### config.mk
export PLATFORM = sky130hd
export DESIGN_NAME = hw_config_regs
export DESIGN_NICKNAME = d
export VERILOG_FILES = /design/src/rtl/hw_config_pkg.sv /design/src/rtl/hw_config_prescaler.sv /design/src/rtl/hw_config_regs.sv
export SDC_FILE = /design/constraint.sdc
export NUM_CORES = 1
export LEC_CHECK = 0
export ABC_CLOCK_PERIOD_IN_PS = 4540
export CORE_MARGIN = 10
export CORE_UTILIZATION = 49
export CTS_BUF_LIST = sky130_fd_sc_hd__clkbuf_4 sky130_fd_sc_hd__clkbuf_8 sky130_fd_sc_hd__clkbuf_16
export CTS_CLUSTER_SIZE = 24
export DETAILED_ROUTE_END_ITERATION = 12
export PLACE_DENSITY = 0.74
export SETUP_SLACK_MARGIN = 0.5
export SYNTH_ARGS = -nofsm -noshare
export SYNTH_HDL_FRONTEND = slang
export SYNTH_SLANG_ARGS = --single-unit
### constraint.sdc
create_clock -name clk -period 4.54 [get_ports clk]
set_input_delay 0.908 -clock clk [delete_from_list [all_inputs] [get_ports clk]]
set_output_delay 0.908 -clock clk [all_outputs]
set_load 0.005 [all_outputs]
### src/rtl/hw_config_pkg.sv
// rtl/hw_config_pkg.sv - shared constants and helpers for the hardware config register bank
//
// Purpose: word-index map of the register bank, legal cycle-counter width
// range, and the packing helper for the CPU-info word.

package hw_config_pkg;

    // Word indices on the 3-bit address
    localparam logic [2:0] HWC_RAM     = 3'd0;
    localparam logic [2:0] HWC_DEV     = 3'd1;
    localparam logic [2:0] HWC_CPU     = 3'd2;
    localparam logic [2:0] HWC_CYC_LO  = 3'd3;
    localparam logic [2:0] HWC_CYC_HI  = 3'd4;
    localparam logic [2:0] HWC_USEC    = 3'd5;
    localparam logic [2:0] HWC_SCRATCH = 3'd6;
    localparam logic [2:0] HWC_BUILD   = 3'd7;

    // Legal range of the cycle counter width
    localparam int HWC_CW_MIN = 1;
    localparam int HWC_CW_MAX = 64;

    // CPU-info word: clock frequency in the upper half, counter width in the lower
    function automatic logic [31:0] hwc_cpuinfo(input logic [15:0] freq,
                                                input logic [15:0] width);
        return {freq, width};
    endfunction

endpackage

### src/rtl/hw_config_prescaler.sv
// rtl/hw_config_prescaler.sv - divide-by-DIVISOR tick generator with synchronous clear
//
// Purpose: down-counter that runs DIVISOR-1 .. 0 and reloads; o_tick is high
// for the single cycle in which the count is 0 (the reload cycle).
// Ports:
//   clk      system clock
//   reset    synchronous active-high reset (count forced to 0)
//   i_clear  synchronous clear, reloads the count to DIVISOR-1
//   o_tick   one-cycle pulse every DIVISOR cycles

module hw_config_prescaler #(
    parameter logic [15:0] DIVISOR = 16'd60
) (
    input  logic clk,
    input  logic reset,
    input  logic i_clear,
    output logic o_tick
);

    localparam logic [15:0] RELOAD = DIVISOR - 16'd1;

    logic [15:0] r_count;
    logic        w_zero;

    assign w_zero = (r_count == 16'd0);

    always_ff @(posedge clk) begin
        if (reset) begin
            r_count <= 16'd0;
        end else if (i_clear || w_zero) begin
            r_count <= RELOAD;
        end else begin
            r_count <= r_count - 16'd1;
        end
    end

    // With DIVISOR == 1 the reload value is 0, so the tick is permanently high.
    assign o_tick = w_zero;

endmodule

### src/rtl/hw_config_regs.sv
// rtl/hw_config_regs.sv - read-mostly hardware configuration and timing register bank
//
// Purpose: IO-bus register bank reporting RAM size, device mask, CPU info and
// build id, plus a free-running cycle counter with coherent high-word
// snapshot, a microsecond uptime counter and a byte-maskable scratch word.
// Ports:
//   clk     system clock
//   reset   synchronous active-high reset
//   sel     block select from the IO decoder
//   rd      one-cycle read strobe (qualified by sel)
//   wr      one-cycle write strobe (qualified by sel)
//   addr    word index 0..7
//   wdata   write data
//   wmask   byte write enables
//   rdata   registered read data, held until the next read
//   rvalid  one-cycle pulse, rdata valid

module hw_config_regs
    import hw_config_pkg::*;
#(
    parameter logic [31:0] RAM_BYTES     = 32'd6144,
    parameter logic [31:0] DEVICES       = 32'd0,
    parameter logic [15:0] FREQ_MHZ      = 16'd60,
    parameter int          COUNTER_WIDTH = 32,
    parameter logic [31:0] BUILD_ID      = 32'h0000_0000
) (
    input  logic        clk,
    input  logic        reset,
    input  logic        sel,
    input  logic        rd,
    input  logic        wr,
    input  logic [2:0]  addr,
    input  logic [31:0] wdata,
    input  logic [3:0]  wmask,
    output logic [31:0] rdata,
    output logic        rvalid
);

    if (COUNTER_WIDTH < HWC_CW_MIN || COUNTER_WIDTH > HWC_CW_MAX) begin : g_bad_width
        $error("hw_config_regs: COUNTER_WIDTH out of range 1..64");
    end
    if (FREQ_MHZ == 16'd0) begin : g_bad_freq
        $error("hw_config_regs: FREQ_MHZ must be at least 1");
    end

    localparam logic [15:0]              CW16    = 16'(COUNTER_WIDTH);
    localparam logic [COUNTER_WIDTH-1:0] CYC_ONE = COUNTER_WIDTH'(1);

    logic [COUNTER_WIDTH-1:0] r_cycle;
    logic [31:0]              r_shadow;
    logic [31:0]              r_usec;
    logic [31:0]              r_scratch;
    logic [31:0]              r_rdata;
    logic                     r_rvalid;

    logic [63:0] w_cycle64;
    logic        w_rd;
    logic        w_wr;
    logic        w_clr_cycle;
    logic        w_clr_usec;
    logic        w_wr_scratch;
    logic        w_snap;
    logic        w_tick;
    logic [31:0] w_rd_word;
    logic [31:0] w_scratch_next;

    assign w_rd         = sel & rd;
    assign w_wr         = sel & wr;
    assign w_clr_cycle  = w_wr && (addr == HWC_CYC_LO);
    assign w_clr_usec   = w_wr && (addr == HWC_USEC);
    assign w_wr_scratch = w_wr && (addr == HWC_SCRATCH);
    assign w_snap       = w_rd && (addr == HWC_CYC_LO);

    // Zero-extended view of the counter; bits at or above COUNTER_WIDTH read 0,
    // so for widths <= 32 the shadow only ever captures zeros.
    assign w_cycle64 = 64'(r_cycle);

    hw_config_prescaler #(
        .DIVISOR (FREQ_MHZ)
    ) u_prescaler (
        .clk     (clk),
        .reset   (reset),
        .i_clear (w_clr_usec),
        .o_tick  (w_tick)
    );

    // Cycle counter: a clear write takes precedence over the increment.
    always_ff @(posedge clk) begin
        if (reset) begin
            r_cycle <= '0;
        end else if (w_clr_cycle) begin
            r_cycle <= '0;
        end else begin
            r_cycle <= r_cycle + CYC_ONE;
        end
    end

    // High shadow is latched with the same counter value that the word-3
    // read returns, so a later word-4 read completes a coherent pair.
    always_ff @(posedge clk) begin
        if (reset) begin
            r_shadow <= 32'd0;
        end else if (w_snap) begin
            r_shadow <= w_cycle64[63:32];
        end
    end

    always_ff @(posedge clk) begin
        if (reset) begin
            r_usec <= 32'd0;
        end else if (w_clr_usec) begin
            r_usec <= 32'd0;
        end else if (w_tick) begin
            r_usec <= r_usec + 32'd1;
        end
    end

    always_comb begin
        w_scratch_next = r_scratch;
        for (int i = 0; i < 4; i++) begin
            if (wmask[i]) begin
                w_scratch_next[8*i +: 8] = wdata[8*i +: 8];
            end
        end
    end

    always_ff @(posedge clk) begin
        if (reset) begin
            r_scratch <= 32'd0;
        end else if (w_wr_scratch) begin
            r_scratch <= w_scratch_next;
        end
    end

    // Read mux sees pre-write register values, so a simultaneous rd/wr to
    // the same word returns the old contents.
    always_comb begin
        w_rd_word = 32'd0;
        case (addr)
            HWC_RAM:     w_rd_word = RAM_BYTES;
            HWC_DEV:     w_rd_word = DEVICES;
            HWC_CPU:     w_rd_word = hwc_cpuinfo(FREQ_MHZ, CW16);
            HWC_CYC_LO:  w_rd_word = w_cycle64[31:0];
            HWC_CYC_HI:  w_rd_word = r_shadow;
            HWC_USEC:    w_rd_word = r_usec;
            HWC_SCRATCH: w_rd_word = r_scratch;
            HWC_BUILD:   w_rd_word = BUILD_ID;
            default:     w_rd_word = 32'd0;
        endcase
    end

    always_ff @(posedge clk) begin
        if (reset) begin
            r_rdata  <= 32'd0;
            r_rvalid <= 1'b0;
        end else begin
            r_rvalid <= w_rd;
            if (w_rd) begin
                r_rdata <= w_rd_word;
            end
        end
    end

    assign rdata  = r_rdata;
    assign rvalid = r_rvalid;

endmodule

* Yosys cells after proc, flatten, opt, wreduce, memory -nomap -nowiden
Cells that the tools add are included.
** Storage, ports and cells
- Register bits after elaboration :: 145
- Output and inout bits :: 33
- Word-level logic and storage cells :: 38
** Cells by class
- Add/subtract/negate cells :: 3
- Equality and inequality tests :: 7
- Muxes and demuxes :: 2
- Bitwise logic cells :: 2
- Reductions and logical operators :: 14
** Operators with widths (number)
- 32-bit one-hot mux with 6 select lines :: 1
- 32-bit by 1-bit adder with 32-bit output (second input constant) :: 2
- 16-bit zero test :: 1
- 16-bit by 1-bit subtractor with 16-bit output (second input constant) :: 1
- 3-bit == test (second input constant) :: 4
- 2-bit AND reduction :: 4
- 3-bit by 2-bit == test with 1-bit output (second input constant) :: 2
- 6-bit 2-to-1 mux :: 1
- 2-bit OR reduction :: 3
- 3-bit by 1-bit == test with 1-bit output (second input constant) :: 1
- 1-bit logical AND :: 3
- 3-bit zero test :: 1
- 3-bit OR reduction :: 1
- 1-bit bitwise AND :: 2
- 1-bit logical OR :: 1

* Depth between registers and ports, before layout
Gate-level depths: netlist of the first run.
- Depth after elaboration :: 4
- Mapped depth :: 9

* Cells and area by module
A second synthesis of the first run with hierarchy kept.
** Unflattened totals
- Cell total of the unflattened synthesis :: 764
- Area, all modules :: 6537.5 um2
** Modules (own cells, without submodules)
- hw_config_regs :: instances 1, cells an instance 683, area each 5798.1 um2, seq. area each 2582.5 um2
- hw_config_prescaler :: instances 1, cells an instance 81, area each 739.5 um2, seq. area each 320.3 um2

* Worst setup path after synthesis of the first run
OpenSTA, ideal clock, no wires.
- Path kind :: in2reg
- Start :: input port addr[0]
- End :: register u_prescaler.r_count[10]
- Setup time :: 0.064 ns
- Data arrival time :: 2.319 ns
- Data required time :: 4.476 ns
- Path slack :: 2.157 ns
- Stages on the path :: 9
- Buffers on the path :: 4
- Cells stage by stage :: clkbuf_1 > nor2b_1 > clkbuf_1 > and4_1 > or2_2 > clkbuf_1 > nand2b_1 > buf_2 > nor2_1
** Between the ends
- Longest elaborated chain between the ends :: 4
** RTL lines
- start, declared :: line hw_config_regs.sv:32 : input logic [2:0] addr,
- 3-bit == test :: line hw_config_regs.sv:70 : assign w_clr_usec = w_wr && (addr == HWC_USEC);
- 1-bit logical AND :: line hw_config_regs.sv:70
- 1-bit logical OR :: line hw_config_prescaler.sv:30 : end else if (i_clear || w_zero) begin
- 2-bit OR reduction (no source line)
- end signal, assigned :: line hw_config_prescaler.sv:33 : r_count <= r_count - 16'd1;
- end, declared :: line hw_config_prescaler.sv:22 : logic [15:0] r_count;
Every way passes these cells.
A chain may end at the register's enable or synchronous reset.

* Worst setup path in the final report of the first run
- Start :: input port addr[1]
- End :: register r_scratch[15]
** Between the ends
- Longest elaborated chain between the ends :: 3
** RTL lines
- 3-bit == test :: line hw_config_regs.sv:71 : assign w_wr_scratch = w_wr && (addr == HWC_SCRATCH);
- 1-bit logical AND :: line hw_config_regs.sv:71
- 2-bit AND reduction (no source line)
- end signal, assigned :: line hw_config_regs.sv:131 : r_scratch <= w_scratch_next;
- end, declared :: line hw_config_regs.sv:52 : logic [31:0] r_scratch;
Every way passes these cells.

==> impl_metrics.env, run 1 <==
export IMPL_drt_iter0_drc=555
export IMPL_max_slew_worst_pin_slew_ns=1.087
export IMPL_wl_per_cell_um=17.18
export IMPL_hold_class="register to register"
export IMPL_die_w_um=135.6
export IMPL_core_area_mm2=0.01314
export IMPL_max_freq_mhz=319.6
export IMPL_overflow=0
export IMPL_rsz0062_at_grt="false"
export IMPL_hold_viol=0
export IMPL_grt_pass1_vias=5704
export IMPL_setup_viol=0
export IMPL_top_level_ports=77
export IMPL_regArea_mm2=0.002903
export IMPL_clk_path_buf_depth=2
export IMPL_synthTopCellsByArea="dfxtp_1 (44%), xnor2_1 (6.3%), nor2_1 (5.8%)"
export IMPL_hpwl_mm=12.50
export IMPL_drive_gt1_share_pct=6.398
export IMPL_htreeDepth=4
export IMPL_synth_edf_count=0
export IMPL_grt_use_total_pct=18.79
export IMPL_start_util_pct=49.82
export IMPL_synth_area_leader_cell="dfxtp_1"
export IMPL_wl_mm=17.53
export IMPL_critPathLaunchType="input port"
export IMPL_clock_skew_ns=0.007982
export IMPL_synthesis_area_mm2=0.006545
export IMPL_n_fill_cell=1113
export IMPL_ff2ff_setup_slack_ns=2.09
export IMPL_avgSynthCellArea_um2=8.413
export IMPL_postRouteAntennaNets=0
export IMPL_end_kind="register"
export IMPL_hp_start="r_scratch[19]"
export IMPL_min_to="r_scratch[19]"
export IMPL_antenna_found_initial=0
export IMPL_yosysSeqAreaShare_pct=44.35
export IMPL_synth_top_area_share_pct=44.35
export IMPL_antenna_cells=0
export IMPL_rows=42
export IMPL_post_route_util_pct=61.60
export IMPL_cp_required_ns=4.81
export IMPL_area_delta_synth_final_pct=23.65
export IMPL_ys_flop_type="dfxtp_1"
export IMPL_die_area_mm2=0.01838
export IMPL_drc=0
export IMPL_die_h_um=135.6
export IMPL_syn_nets=825
export IMPL_hold_buffers=0
export IMPL_p_leak_nw=2.663
export IMPL_synthArstFlopShare_pct=0
export IMPL_portBuffers=76
export IMPL_routed_via_density=5.825
export IMPL_r2r_start="u_prescaler.r_count[0]"
export IMPL_yosysUniqueCellTypes=41
export IMPL_clock_sinks=145
export IMPL_vdd_drop_max_v=0.0003485
export IMPL_arrival_ns=3.40
export IMPL_clk_transition_reported_paths_ns=0.06
export IMPL_multi_input_area_mm2=0.003385
export IMPL_cts_setup_buffers=0
export IMPL_cts_tree="built"
export IMPL_postCtsResizedCells=0
export IMPL_dr_pass1_iters=5
export IMPL_min_path_cells=2
export IMPL_fin_setup_tns_ns=0
export IMPL_maxCapViolCount=0
export IMPL_synthCells=778
export IMPL_grt_max_degree=68
export IMPL_r2r_cells=7
export IMPL_status="finished, final reports clean"
export IMPL_crit_type="input port to register"
export IMPL_grt_pass1_wl_mm=27.92
export IMPL_slew_headroom_pct=27.34
export IMPL_r2r_end="r_usec[29]"
export IMPL_slew_viol_final=0
export IMPL_numCtsBuffers=17
export IMPL_min_period_ns=3.129
export IMPL_critPathMaxFanout=19
export IMPL_layout_nets=878
export IMPL_fin_crit_sh_pct=68.91
export IMPL_vias=5942
export IMPL_yosys_register_bits=145
export IMPL_worst_skew_pair_late_latency_ns=0.42
export IMPL_ys_warn_count=0
export IMPL_gp_congestion=0.8649
export IMPL_power_density_mw_per_mm2=409.2
export IMPL_cts_root_buf="clkbuf_16"
-- state kept, by name, summed over array words and instances, names as in the netlist --
register,count
rvalid,1
rdata,32
r_cycle,32
r_scratch,32
u_prescaler.r_count,16
r_usec,32
-- routing by layer --
metal	part of all wire [%]	vias to the layer above	global-route usage (%)	routed length (um)
li1	-	2853	-	-
met1	45	2914	23.57	7874
met2	48	152	31.26	8495
met3	5.2	23	4.006	914
met4	1.4	0	6.220	242
met5	0	-	0	0
-- stage by stage --
step / total power, mW / worst slack, ns / area [um^2] / hold WS, ns / instances
detailed placement: 1.758 / 1.043 / 7421 / 0.4483 / 988
floorplan: 1.647 / 2.157 / 6545 / 0.4360 / 778
finish: 3.312 / 1.411 / 8093 / 0.4566 / 1020
global placement: 1.742 / 1.169 / 7421 / 0.4431 / 988
CTS: 3.321 / 1.481 / 8093 / 0.4560 / 1020
global route: 3.409 / 1.214 / 8093 / 0.4765 / 1020
-- how the worst max path moves through the flow --
stage,start,end,slack (ns),cells after the start
after CTS,addr[1],r_scratch[11],1.48,7
after floorplan,addr[0],u_prescaler.r_count[10],2.16,9
after detailed placement,addr[1],r_scratch[11],1.04,7
after global placement,addr[1],r_scratch[8],1.17,7
after global routing,addr[1],r_scratch[11],1.21,7
final,addr[1],r_scratch[15],1.41,7
-- cells by family after synthesis --
family,share of synthesized area [%]
AND/OR/NAND/NOR,25.64
AO/OA/AOI/OAI,15.94
flip-flops,44.35
buffers and inverters,4.244
XOR/XNOR,9.100
adder cells (fa/ha/maj),0.5736
multiplexers,0.1529
-- critical path, cell delays in order --
cell and delay, ns:
clkdlybuf4s50_1 0.80, nand3_1 0.26, nor3b_4 0.65, buf_4 0.34, nand2_1 0.22, nand2_1 0.14, a21oi_1 0.08
-- cell type report --
type | instances | area share, %
multi-input combinational | 560 | 41.82
sequential | 145 | 35.87
timing repair buffer | 87 | 10.36
clock buffer | 23 | 6.122
tap | 176 | 2.721
clock inverter | 9 | 2.180
inverter | 20 | 0.9276
-- report_power, final --
group / switching, mW / internal [mW] / total [mW]
Sequential: 0.0465 / 1.32 / 1.36
Clock: 0.525 / 1.04 / 1.57
Combinational: 0.222 / 0.156 / 0.379
-- cells in the final DEF (no fill, tap or decap), types with 24 or more instances in the layout --
| cell type | n |
|---|---|
| xnor2_1 | 47 |
| a22o_1 | 25 |
| clkdlybuf4s50_1 | 75 |
| nor2_1 | 101 |
| nand3_1 | 53 |
| dfxtp_1 | 145 |
| nor3_1 | 24 |
| a22oi_1 | 27 |
| a21oi_1 | 44 |
| a2bb2oi_1 | 25 |
| nand2_1 | 67 |
-- synth_stat cells, types with 8 or more instances --
master and instances:
inv_1 20, and4_1 11, a22o_1 25, nor2_1 101, nor3_1 24, nor2b_1 15
a2bb2oi_1 25, a21oi_1 44, o21ai_0 12, xor2_1 21, xnor2_1 47, a22oi_1 27
nor4_1 17, nand2_1 67, dfxtp_1 145, nand3_1 53, or3_1 8, clkbuf_1 49
nand4_1 19
No activity file was read; power rests on OpenSTA's default activity.
==> run 2: changes to the inputs <==
--- a/config.mk
+++ b/config.mk
@@ -5,7 +5,7 @@
 export SDC_FILE = /design/constraint.sdc
 export NUM_CORES = 1
 export LEC_CHECK = 0
-export ABC_CLOCK_PERIOD_IN_PS = 4540
+export ABC_CLOCK_PERIOD_IN_PS = 3000
 export CORE_MARGIN = 10
 export CORE_UTILIZATION = 49
 export CTS_BUF_LIST = sky130_fd_sc_hd__clkbuf_4 sky130_fd_sc_hd__clkbuf_8 sky130_fd_sc_hd__clkbuf_16
==> constraint.sdc (replaced) <==
create_clock -name clk -period 3 [get_ports clk]
set_input_delay 0.6 -clock clk [delete_from_list [all_inputs] [get_ports clk]]
set_output_delay 0.6 -clock clk [all_outputs]
set_load 0.005 [all_outputs]
==> impl_metrics.env, run 2 (synthesized netlist as in run 1, its figures left out) <==
export IMPL_hold_worst_slack_ns=0.4356
export IMPL_cp_required_ns=3.32
export IMPL_critPathMaxStageDelay_ns=0.53
export IMPL_grt_pass1_wl_mm=28.75
export IMPL_power_density_mw_per_mm2=579.8
export IMPL_grt_pass1_vias=5758
export IMPL_postRouteAntennaNets=0
export IMPL_die_h_um=135.6
export IMPL_drc=0
export IMPL_worst_skew_pair_late_latency_ns=0.44
export IMPL_crit_type="register to register"
export IMPL_top_level_ports=77
export IMPL_maxCapViolCount=0
export IMPL_clk_path_buf_depth=2
export IMPL_hold_buffers=0
export IMPL_fin_setup_tns_ns=0
export IMPL_wl_per_cell_um=17.04
export IMPL_final_cell_mix="dfxtp_1 (145), nor2_1 (101), clkdlybuf4s50_1 (75)"
export IMPL_hold_viol=0
export IMPL_critPathMaxFanout=11
export IMPL_max_freq_mhz=437.6
export IMPL_crit_chain="inv_1 > ha_1 > nor2b_1 > buf_4 > nand4_1 > nor4_1 > xnor2_1 > nor2_1"
export IMPL_p_total_mw=4.677
export IMPL_hpwl_mm=12.72
export IMPL_n_fill_cell=1138
export IMPL_slew_headroom_pct=60.31
export IMPL_layout_nets=887
export IMPL_cts_root_buf="clkbuf_16"
export IMPL_antenna_cells=0
export IMPL_fin_crit_sh_pct=76.18
export IMPL_antenna_found_initial=0
export IMPL_rows=42
export IMPL_wl_mm=17.52
export IMPL_post_place_ws_ns=0.3673
export IMPL_core_area_mm2=0.01314
export IMPL_numCtsBuffers=17
export IMPL_vias=5955
export IMPL_drive_gt1_share_pct=7.277
export IMPL_start_util_pct=49.82
export IMPL_routed_via_density=5.793
export IMPL_gp_congestion=0.8757
export IMPL_slew_viol_final=0
export IMPL_status="finished, final reports clean"
export IMPL_portBuffers=76
export IMPL_clock_skew_ns=0.006879
export IMPL_min_period_ns=2.285
export IMPL_vdd_drop_max_v=0.0004598
export IMPL_die_area_mm2=0.01838
export IMPL_grt_use_total_pct=19.41
export IMPL_dr_pass1_iters=6
export IMPL_critPathLaunchType="register"
export IMPL_drt_iter0_drc=596
export IMPL_clock_sinks=145
export IMPL_final_common_cell="dfxtp_1"
export IMPL_postCtsResizedCells=0
export IMPL_cts_setup_buffers=0
export IMPL_die_w_um=135.6
export IMPL_max_slew_worst_pin_slew_ns=0.5936
export IMPL_htreeDepth=4
export IMPL_overflow=0
export IMPL_hold_class="input port to register"
export IMPL_ff2ff_setup_slack_ns=0.71
export IMPL_final_cell_area_mm2=0.008066
export IMPL_area_delta_synth_final_pct=23.25
export IMPL_arrival_ns=2.60
export IMPL_place_area_mm2=0.007501
export IMPL_rsz0062_at_grt="false"
export IMPL_setup_ws_ns=0.7147
export IMPL_cts_tree="built"
export IMPL_p_leak_nw=2.669
export IMPL_end_kind="register"
export IMPL_setup_viol=0
export IMPL_clk_transition_reported_paths_ns=0.05
export IMPL_grt_max_degree=40
export IMPL_slowest_stage="nor4_1"
run 2: cell types whose count changed in the layout (fill, tap and decap cells not counted):
cell / previous run / this run
bufinv_16: 5 / 1
buf_4: 11 / 19
clkinv_4: 1 / 0
buf_12: 0 / 1
clkbuf_4: 2 / 4
clkinvlp_4: 1 / 0
clkinv_2: 2 / 5
run 2: path summary, 6_finish.rpt:
path                                from                      to  cells past startpoint
setup reg to reg  u_prescaler.r_count[0]              r_usec[27]                      8
setup / recovery  u_prescaler.r_count[0]              r_usec[27]                      8
hold reg to reg             r_scratch[9]            r_scratch[9]                      2
hold / removal                     reset  u_prescaler.r_count[3]                      2
run 2: power breakdown:
group / switching (mW) / internal (mW)
registers: 0.0686 / 1.99
logic: 0.335 / 0.252
clock network: 0.777 / 1.25
run 2: metrics by stage:
step,utilization [%],cells
2_1_floorplan,-,778
3_3_place_gp,57.10,997
3_5_place_dp,57.10,997
4_1_cts,61.40,1028
5_1_grt,61.40,1028
6_report,61.40,1028
run 2: critical path, delay by kind of cell (launching register included):
| family | cells | cell delay [ns] |
|---|---|---|
| xor+xnor | 1 | 0.17 |
| flops | 1 | 0.33 |
| simple gates | 4 | 1.21 |
| fa+ha+maj | 1 | 0.21 |
| buf+inv | 2 | 0.24 |
run 2: layer usage:
metal / up-vias / wire [um] / track usage, %
li1: 2877 / - / -
met1: 2864 / 7667 / 24.72
met2: 186 / 8341 / 31.13
met3: 28 / 1179 / 4.859
met4: 0 / 333 / 6.878
met5: - / 0 / 0
run 2: layout make-up:
| class | count | area, um^2 | area share (%) |
|---|---|---|---|
| clock buffer | 25 | 510.5 | 6.329 |
| clock inverter | 6 | 55.05 | 0.6825 |
| inverter | 20 | 75.07 | 0.9307 |
| multi-input combinational | 560 | 3385 | 41.96 |
| sequential | 145 | 2903 | 35.99 |
| tap | 176 | 220.2 | 2.730 |
| timing repair buffer | 96 | 918.4 | 11.39 |
